<file path="config.mk">
export PLATFORM = sky130hd
export DESIGN_NAME = edge_event_arbiter_flat
export DESIGN_NICKNAME = d
export VERILOG_FILES = /design/src/rtl/edge_event_arbiter_if.sv /design/src/rtl/edge_event_arbiter.sv /design/src/flat_wrapper.sv
export SDC_FILE = /design/constraint.sdc
export NUM_CORES = 1
export LEC_CHECK = 0
export ABC_AREA = 1
export CAP_MARGIN = 30
export CORE_MARGIN = 2
export CORE_UTILIZATION = 35
export DETAILED_ROUTE_END_ITERATION = 7
export HOLD_SLACK_MARGIN = 0.02
export PLACE_DENSITY = 0.64
export REMOVE_ABC_BUFFERS = 1
export SLEW_MARGIN = 25
export SYNTH_ARGS = -nofsm -noshare
export SYNTH_HDL_FRONTEND = slang
export SYNTH_SLANG_ARGS = --single-unit
</file>
<file path="constraint.sdc">
create_clock -name clk -period 2.12 [get_ports clk]
set_input_delay 0.318 -clock clk [delete_from_list [all_inputs] [get_ports clk]]
set_output_delay 0.318 -clock clk [all_outputs]
set_load 0.05 [all_outputs]
</file>
<file path="src/rtl/edge_event_arbiter_if.sv">
// Event-port bundle for edge_event_arbiter: monitored lines, enables,
// the valid/ready event handshake and the pending/overflow status.
interface edge_event_arbiter_if #(
   parameter int N = 4
) ();
   localparam int IDX_W = $clog2(N);

   logic [N-1:0]     a;
   logic [N-1:0]     en;
   logic             evt_ready;
   logic             ovf_clr;
   logic             evt_valid;
   logic [IDX_W-1:0] evt_ch;
   logic             evt_rise;
   logic [N-1:0]     pend;
   logic [N-1:0]     overflow;

   // Producer of lines/handshake control, consumer of events
   modport master (
      output a, en, evt_ready, ovf_clr,
      input  evt_valid, evt_ch, evt_rise, pend, overflow
   );

   // The arbiter itself
   modport slave (
      input  a, en, evt_ready, ovf_clr,
      output evt_valid, evt_ch, evt_rise, pend, overflow
   );
endinterface

</file>
<file path="src/rtl/edge_event_arbiter.sv">
// Multi-channel edge detector that queues rise/fall events per channel and
// serialises them onto one valid/ready port with round-robin arbitration.
module edge_event_arbiter #(
   parameter int N = 4
) (
   input logic                 clk,
   input logic                 rst,
   edge_event_arbiter_if.slave bus
);
   localparam int IDX_W = $clog2(N);

   logic [N-1:0]     a_q, a_d;
   logic             primed_q, primed_d;
   logic [N-1:0]     pr_q, pr_d;
   logic [N-1:0]     pf_q, pf_d;
   logic [N-1:0]     fo_q, fo_d;
   logic [N-1:0]     ovf_q, ovf_d;
   logic [IDX_W-1:0] ptr_q, ptr_d;
   logic             evt_valid_q, evt_valid_d;
   logic [IDX_W-1:0] evt_ch_q, evt_ch_d;
   logic             evt_rise_q, evt_rise_d;

   logic [N-1:0]     pending;
   logic             slot_free;
   logic             found;
   logic             grant;
   logic [IDX_W-1:0] gnt_ch;
   logic             gnt_rise;

   // Round-robin search from ptr; the lowest offset that is pending wins
   always_comb begin
      logic [IDX_W-1:0] cand;
      cand      = '0;
      pending   = pr_q | pf_q;
      slot_free = ~evt_valid_q | bus.evt_ready;
      found     = 1'b0;
      gnt_ch    = '0;
      for (int off = N - 1; off >= 0; off--) begin
         cand = IDX_W'((int'(ptr_q) + off) % N);
         if (pending[cand]) begin
            found  = 1'b1;
            gnt_ch = cand;
         end
      end
      // Only-pending bit, or the older one when both are pending
      gnt_rise = pr_q[gnt_ch] & (~pf_q[gnt_ch] | ~fo_q[gnt_ch]);
      grant    = slot_free & found;
   end

   // Per-channel edge detection, pending bits, age order and overrun
   always_comb begin
      logic r_det, f_det, is_gnt, pr_keep, pf_keep;
      logic [N-1:0] ovf_set;
      r_det   = 1'b0;
      f_det   = 1'b0;
      is_gnt  = 1'b0;
      pr_keep = 1'b0;
      pf_keep = 1'b0;
      ovf_set = '0;
      pr_d    = pr_q;
      pf_d    = pf_q;
      fo_d    = fo_q;
      for (int i = 0; i < N; i++) begin
         r_det   = primed_q & bus.en[i] & bus.a[i] & ~a_q[i];
         f_det   = primed_q & bus.en[i] & ~bus.a[i] & a_q[i];
         is_gnt  = grant & (gnt_ch == IDX_W'(i));
         // Bits that survive this cycle's grant; a granted bit is free to re-set
         pr_keep = pr_q[i] & ~(is_gnt & gnt_rise);
         pf_keep = pf_q[i] & ~(is_gnt & ~gnt_rise);
         pr_d[i] = pr_keep | r_det;
         pf_d[i] = pf_keep | f_det;
         // The bit already waiting becomes the older one
         if (r_det & pf_keep) fo_d[i] = 1'b1;
         if (f_det & pr_keep) fo_d[i] = 1'b0;
         ovf_set[i] = (r_det & pr_keep) | (f_det & pf_keep);
      end
      // A fresh overrun wins over a simultaneous clear
      ovf_d    = ovf_set | (ovf_q & ~{N{bus.ovf_clr}});
      a_d      = bus.a;
      primed_d = 1'b1;
   end

   // Output slot: load on grant when free, drop valid when free and idle
   always_comb begin
      evt_valid_d = evt_valid_q;
      evt_ch_d    = evt_ch_q;
      evt_rise_d  = evt_rise_q;
      ptr_d       = ptr_q;
      if (slot_free) begin
         if (found) begin
            evt_valid_d = 1'b1;
            evt_ch_d    = gnt_ch;
            evt_rise_d  = gnt_rise;
            ptr_d       = IDX_W'((int'(gnt_ch) + 1) % N);
         end else begin
            evt_valid_d = 1'b0;
         end
      end
   end

   // State registers with asynchronous reset
   always_ff @(posedge clk or posedge rst) begin
      if (rst) begin
         a_q         <= '0;
         primed_q    <= 1'b0;
         pr_q        <= '0;
         pf_q        <= '0;
         fo_q        <= '0;
         ovf_q       <= '0;
         ptr_q       <= '0;
         evt_valid_q <= 1'b0;
         evt_ch_q    <= '0;
         evt_rise_q  <= 1'b0;
      end else begin
         a_q         <= a_d;
         primed_q    <= primed_d;
         pr_q        <= pr_d;
         pf_q        <= pf_d;
         fo_q        <= fo_d;
         ovf_q       <= ovf_d;
         ptr_q       <= ptr_d;
         evt_valid_q <= evt_valid_d;
         evt_ch_q    <= evt_ch_d;
         evt_rise_q  <= evt_rise_d;
      end
   end

   assign bus.evt_valid = evt_valid_q;
   assign bus.evt_ch    = evt_ch_q;
   assign bus.evt_rise  = evt_rise_q;
   assign bus.pend      = pr_q | pf_q;
   assign bus.overflow  = ovf_q;
endmodule

</file>
<file path="src/flat_wrapper.sv">
// flat-port wrapper written by rule: the top's interface ports become plain ports
module edge_event_arbiter_flat 
#(
   parameter int N = 4
)
  (clk, rst, bus_a, bus_en, bus_evt_ready, bus_ovf_clr, bus_evt_valid, bus_evt_ch, bus_evt_rise, bus_pend, bus_overflow);
  edge_event_arbiter_if #(.N(N)) bus_i ();
  input logic clk;
  input logic rst;
  input wire logic [$bits(bus_i.a)-1:0] bus_a;
  input wire logic [$bits(bus_i.en)-1:0] bus_en;
  input wire logic [$bits(bus_i.evt_ready)-1:0] bus_evt_ready;
  input wire logic [$bits(bus_i.ovf_clr)-1:0] bus_ovf_clr;
  output wire logic [$bits(bus_i.evt_valid)-1:0] bus_evt_valid;
  output wire logic [$bits(bus_i.evt_ch)-1:0] bus_evt_ch;
  output wire logic [$bits(bus_i.evt_rise)-1:0] bus_evt_rise;
  output wire logic [$bits(bus_i.pend)-1:0] bus_pend;
  output wire logic [$bits(bus_i.overflow)-1:0] bus_overflow;
  assign bus_i.a = bus_a;
  assign bus_i.en = bus_en;
  assign bus_i.evt_ready = bus_evt_ready;
  assign bus_i.ovf_clr = bus_ovf_clr;
  assign bus_evt_valid = bus_i.evt_valid;
  assign bus_evt_ch = bus_i.evt_ch;
  assign bus_evt_rise = bus_i.evt_rise;
  assign bus_pend = bus_i.pend;
  assign bus_overflow = bus_i.overflow;
  edge_event_arbiter #(.N(N)) u_core (.clk(clk), .rst(rst), .bus(bus_i));
endmodule
</file>
# After elaboration in Yosys (flattened, before gate mapping)
# Cells that the tools add are included.
# Widths: inputs -> output; s select.
# classes
addsub	4
magnitude_cmp	5
n_eq_ne	3
mux	31
bitwise_logic	96
reduce_logical	6
# ops
cell	count
$and 1x1->1	58
$mux 1	20
$not 1->1	20
$lt 2x3->1 const B	5
$bmux 1 s2	7
$or 1x1->1	14
$mux 2	4
$or 4x4->4	2
$reduce_bool 2->1	4
$add 2x1->2 const B	2
$add 2x2->2 const B	2
$and 4x4->4	1
$eq 2x2->1 const B	2
$not 4->4	1
$eq 2x1->1 const B	1
$logic_not 2->1	1
$reduce_and 2->1	1
# totals
ff_bits	27
input_bits	12
out_inout_bits	12
wordCells	158

# Longest topological paths before layout
# depth
word_depth	19
depth_mapped	18

# Worst setup path after synthesis
# No wires, ideal clock.
# synth_timing
path_kind	register -> register
startpoint	register u_core.ptr_q[1]
endpoint	register u_core.fo_q[2]
setup_time_ps	113
t_arrival_ps	1733
required_ps	2007
path_slack_ps	274
stages_incl_launch_ff	17
n_path_buf	1
period_less_slack_ps	1846
path_cell_list	dfrtp_1 > buf_6 > xnor2_2 > nand3_1 > nand3_2 > nand2_2 > nand2_4 > nand2_4 > inv_1 > ha_1 > inv_1 > nor2_1 > nand3_1 > nand3_1 > nand2_1 > nand2_1 > inv_1
# synth_between
elab_chain_len	18
# synth_lines
element	line	source
start: declaration	edge_event_arbiter.sv:18	logic [IDX_W-1:0] ptr_q, ptr_d;
start signal: assignment	edge_event_arbiter.sv:121	ptr_q <= ptr_d;
$add 2x2->2	edge_event_arbiter.sv:39	cand = IDX_W'((int'(ptr_q) + off) % N);
$bmux 1 s2	edge_event_arbiter.sv:40	if (pending[cand]) begin
$mux 1 (not written as such)	edge_event_arbiter.sv:40	
$mux 2 (3 in series)	edge_event_arbiter.sv:40	
$mux 2 (*)	edge_event_arbiter.sv:40	
net u_core.gnt_ch[0]	edge_event_arbiter.sv:27	logic [IDX_W-1:0] gnt_ch;
$bmux 1 s2	edge_event_arbiter.sv:46	gnt_rise = pr_q[gnt_ch] & (~pf_q[gnt_ch] | ~fo_q[gnt_ch]);
$mux 1 (not written as such)	edge_event_arbiter.sv:46	
$not 1->1	edge_event_arbiter.sv:46	
$or 1x1->1	edge_event_arbiter.sv:46	
$and 1x1->1	edge_event_arbiter.sv:46	
$not 1->1	edge_event_arbiter.sv:69	pf_keep = pf_q[i] & ~(is_gnt & ~gnt_rise);
$and 1x1->1	edge_event_arbiter.sv:69	
$not 1->1	edge_event_arbiter.sv:69	
$and 1x1->1	edge_event_arbiter.sv:69	
$and 1x1->1	edge_event_arbiter.sv:73	if (r_det & pf_keep) fo_d[i] = 1'b1;
$reduce_bool 2->1 (no line)	n/a	
end signal: assignment	edge_event_arbiter.sv:119	fo_q <= fo_d;
end: declaration	edge_event_arbiter.sv:16	logic [N-1:0] fo_q, fo_d;
# The timed path passes the listed nets; every way through them passes the cells marked *. The select of a mux whose other input is x is not followed.
# A chain may end at the register's enable or synchronous reset.

# Worst setup path in the final report
# layout_timing
startpoint	register u_core.ptr_q[1]
endpoint	register u_core.ovf_q[1] (netlist: u_core.bus.overflow[1])
# layout_between
elab_chain_len	19
# layout_lines
element	line	source
$add 2x2->2	edge_event_arbiter.sv:39	
$bmux 1 s2	edge_event_arbiter.sv:40	
$mux 1 (not written as such)	edge_event_arbiter.sv:40	
$mux 2 (3 in series)	edge_event_arbiter.sv:40	
$mux 2 (*)	edge_event_arbiter.sv:40	
net u_core.gnt_ch[0]	edge_event_arbiter.sv:27	
$bmux 1 s2	edge_event_arbiter.sv:46	
$mux 1 (not written as such)	edge_event_arbiter.sv:46	
(+3 left out)	n/a	
$not 1->1	edge_event_arbiter.sv:69	
$and 1x1->1	edge_event_arbiter.sv:69	
$not 1->1	edge_event_arbiter.sv:69	
$and 1x1->1	edge_event_arbiter.sv:69	
$and 1x1->1	edge_event_arbiter.sv:75	ovf_set[i] = (r_det & pr_keep) | (f_det & pf_keep);
$or 1x1->1 (*)	edge_event_arbiter.sv:75	
$or 4x4->4 (*)	edge_event_arbiter.sv:78	ovf_d = ovf_set | (ovf_q & ~{N{bus.ovf_clr}});
net u_core.ovf_d[1]	edge_event_arbiter.sv:17	logic [N-1:0] ovf_q, ovf_d;
end signal: assignment	edge_event_arbiter.sv:120	ovf_q <= ovf_d;
end: declaration	edge_event_arbiter.sv:17	
# Marks and branches as above.

==> summary.md <==
| Metric | Value |
|---|---|
| Worst path cell trace | `xnor2_2 > nand3_2 > nand3_4 > nand2_2 > nand2_4 > nand2_4 > buf_4 > nand2_2 > nand3_4 > nand2_4 > nand2_1 > nand3_1 > nand3_1` |
| Sequential element share of the synthesized area | `42.5%` |
| Area of the die | `around 5100 um2` |
| Crit path max fanout | `6` |
| Number of global-route vias before repair | `1,264` |
| Post-placement worst setup slack | `~0.034 ns` |
| Clock insertion delay at the later pin of the skew report | `0.27 ns` |
| Final core utilization | `about 49%` |
| Total overflow reported by the global router | `0` |
| Worst path max stage delay | `just over 0.5 ns` |
| Number of levels in the clock H-tree | `1` |
| Share of layout cells above drive strength 1 | `23.5%` |
| Port Buffers | `23` |
| Overall die height | `71.4 um` |
| Largest delay contributor family on the critical path | `simple AND/OR/NAND/NOR gates` |
| RSZ-0062 raised after global routing | `yes` |
| Type of the worst setup path | `register to register` |
| Count of fill cells added during filler insertion | `420` |
| Startpoint class of the critical path | `register` |
| Clk root buf | `sky130_fd_sc_hd__clkbuf_8` |
| Kind of end point of the critical path | `register` |
| Clock-pin slew of the registers on the worst-case setup and hold paths | `0.10 ns` |
| Wirelength, routed | `3340 um` |
| First-pass detailed-route iteration total | `4` |
| Clock sink count | `27` |
| Buffers plus inverters on the worst setup path | `1` |
| Global placer's final weighted congestion | `0.924` |
| Post-Syn Instances | `approximately 210` |
| Count of final hold-check violations | `0` |
| Starting DRT DRC Count | `100` |
| Period minus WS final | `2.05 ns` |
| Max Cap Viol | `0` |
| Chip Width | `roughly 71 um` |
| Hold Path Class | `input pin to async pin` |
| Final Skew | `0.00300 ns` |
| Vias per cell | `4.76` |
| Starting density of the core | `36.5%` |
| Achievable clock frequency | `487 MHz` |
| Synthesis warning total | `0` |
| Count of state elements after synthesis | `27` |
| Cell type of the slowest stage on the worst timing path | `sky130_fd_sc_hd__dfrtp_2` |
| Number of failing setup endpoints in the final timing report | `0` |
| Count of boundary I/O pins | `24` |
| Rows | `24` |
| Vias post-DR | `1,443` |
| Clock buffer depth | `2` |
| Wire length of the first global-routing pass | `around 5400 um` |
| Post-DP HPWL | `2420 um` |
| Final clock period utilization by the worst path | `96.9%` |
| Distinct cells, synth | `23` |
| Post-Synthesis Cell Area | `1590 um2` |
| Post-layout worst setup margin | `0.0650 ns` |
| Status | `finished, final reports clean` |
| Final-stage net count | `266` |
| DR WL/cell | `between 10 and 15 um` |
| Residual DRC count | `0` |
| Count of antenna diodes in the layout | `0` |
| Post-synthesis area per instance | `roughly 7.6 um2` |
| Core area | `between 4000 and 5000 um2` |
| Maximum number of pins on one net before global-route repair | `28` |
| Count of pins over their slew limit | `0` |
| Total clock buffers created by CTS | `3` |
| Critical Path AT | `2.22 ns` |
| Antenna-violating nets left | `0` |
| Antenna violations before repair | `0` |
| Clock tree from TritonCTS | `yes` |
| Layout Area Growth over Synthesis | `33.8%` |
| Most numerous cell on the critical path | `sky130_fd_sc_hd__nand2_4` |
| All-Layer GR Usage | `a little over an eighth` |
| Worst Path Required | `2.28 ns` |
-- worst reg2reg max path, stage by stage, from the launching register on --
cell	delay, ns
sky130_fd_sc_hd__dfrtp_2	0.51
sky130_fd_sc_hd__xnor2_2	0.24
sky130_fd_sc_hd__nand3_2	0.16
sky130_fd_sc_hd__nand3_4	0.14
sky130_fd_sc_hd__nand2_2	0.07
sky130_fd_sc_hd__nand2_4	0.08
sky130_fd_sc_hd__nand2_4	0.07
sky130_fd_sc_hd__buf_4	0.14
sky130_fd_sc_hd__nand2_2	0.07
sky130_fd_sc_hd__nand3_4	0.12
sky130_fd_sc_hd__nand2_4	0.11
sky130_fd_sc_hd__nand2_1	0.09
sky130_fd_sc_hd__nand3_1	0.08
sky130_fd_sc_hd__nand3_1	0.07
-- state kept, by name (all words and copies together), names as in the netlist --
signal,count
u_core.primed_q,1
u_core.fo_q,4
u_core.bus.evt_valid,1
u_core.pf_q,4
u_core.bus.evt_ch,2
u_core.ptr_q,2
u_core.a_q,4
u_core.bus.evt_rise,1
u_core.pr_q,4
u_core.bus.overflow,4
-- per-stage QoR --
stage          TNS [ns]  instances  instance area, um2  hold WS [ns]
2_1_floorplan         0        206                1560         0.349
3_3_place_gp          0        292                1940         0.468
5_1_grt          -0.514        303                2130         0.470
3_5_place_dp          0        292                1940         0.472
4_1_cts               0        296                1990         0.423
6_report              0        303                2130         0.412
-- area by class of cell --
class / count / area [um2] / area share [%]
Tap cell: 52 / 65.1 / 3.06
Multi-Input combinational cell: 145 / 845 / 39.7
Clock buffer: 3 / 41.3 / 1.94
Sequential cell: 27 / 679 / 31.9
Timing Repair Buffer: 41 / 364 / 17.1
Inverter: 34 / 128 / 6.00
Clock inverter: 1 / 5.00 / 0.235
-- Yosys cell counts, drive strengths merged --
library cell / n / area share, %
a21boi: 2 / 0.94
o21bai: 1 / 0.47
dfrtp: 27 / 42
nand3: 42 / 16
buf: 2 / 1.4
nand4: 5 / 2.0
conb: 1 / 0.24
o21ai: 6 / 1.9
nor2: 17 / 4.3
inv: 34 / 8.0
xor2: 1 / 1.0
xnor2: 1 / 1.0
a31oi: 1 / 0.39
nand2: 64 / 17
clkbuf: 1 / 0.24
ha: 2 / 1.6
a21oi: 2 / 0.63
-- placed cells by master, fill, tap and decap left out, drive strengths merged --
master / n
clkinv: 1
a21boi: 2
a31oi: 1
nand3: 42
xor2: 1
nand2: 64
inv: 34
o21bai: 1
xnor2: 1
o21ai: 6
dfrtp: 27
conb: 1
clkdlybuf4s50: 22
buf: 18
a21oi: 2
nand4: 5
clkbuf: 4
nor2: 17
ha: 2
-- routing by layer --
metal	vias to the layer above	track usage, %	wire length [um]
li1	744	-	-
met1	665	18.4	1570
met2	30	20.3	1590
met3	4	2.39	138
met4	0	4.40	42
met5	-	0	0
-- logic make-up (layout without fill, tap and decap cells) --
group	Yosys count	in the layout	share of synthesized area [%]
AND/OR/NAND/NOR	128	128	39.7
buffers and inverters	37	79	9.68
flip-flops	27	27	42.5
AO/OA/AOI/OAI	12	12	4.33
adder cells (fa/ha/maj)	2	2	1.57
XOR/XNOR	2	2	2.05
other	1	1	0.236
-- repair_timing --
item	in CTS	in global routing
setup endpoints to repair	0	16
setup buffers	0	7
gates resized for setup	0	23
hold buffers	0	0
-- path summary, 6_finish.rpt --
path	start	to	slack (ns)	cells after the start
worst min-delay path	rst	u_core.fo_q[0]	0.41	3
worst max-delay path	u_core.ptr_q[1]	u_core.bus.overflow[1]	0.07	13
min in group clk	u_core.bus.evt_ch[1]	u_core.bus.evt_ch[1]	0.49	2
max in group asynchronous	rst	u_core.ptr_q[1]	1.43	3
worst min register to register	u_core.bus.evt_ch[1]	u_core.bus.evt_ch[1]	0.49	2
worst max register to register	u_core.ptr_q[1]	u_core.bus.overflow[1]	0.07	13
Power is not shown: default switching activity piles up to over one toggle a cycle in this logic, so the estimate is an artifact.
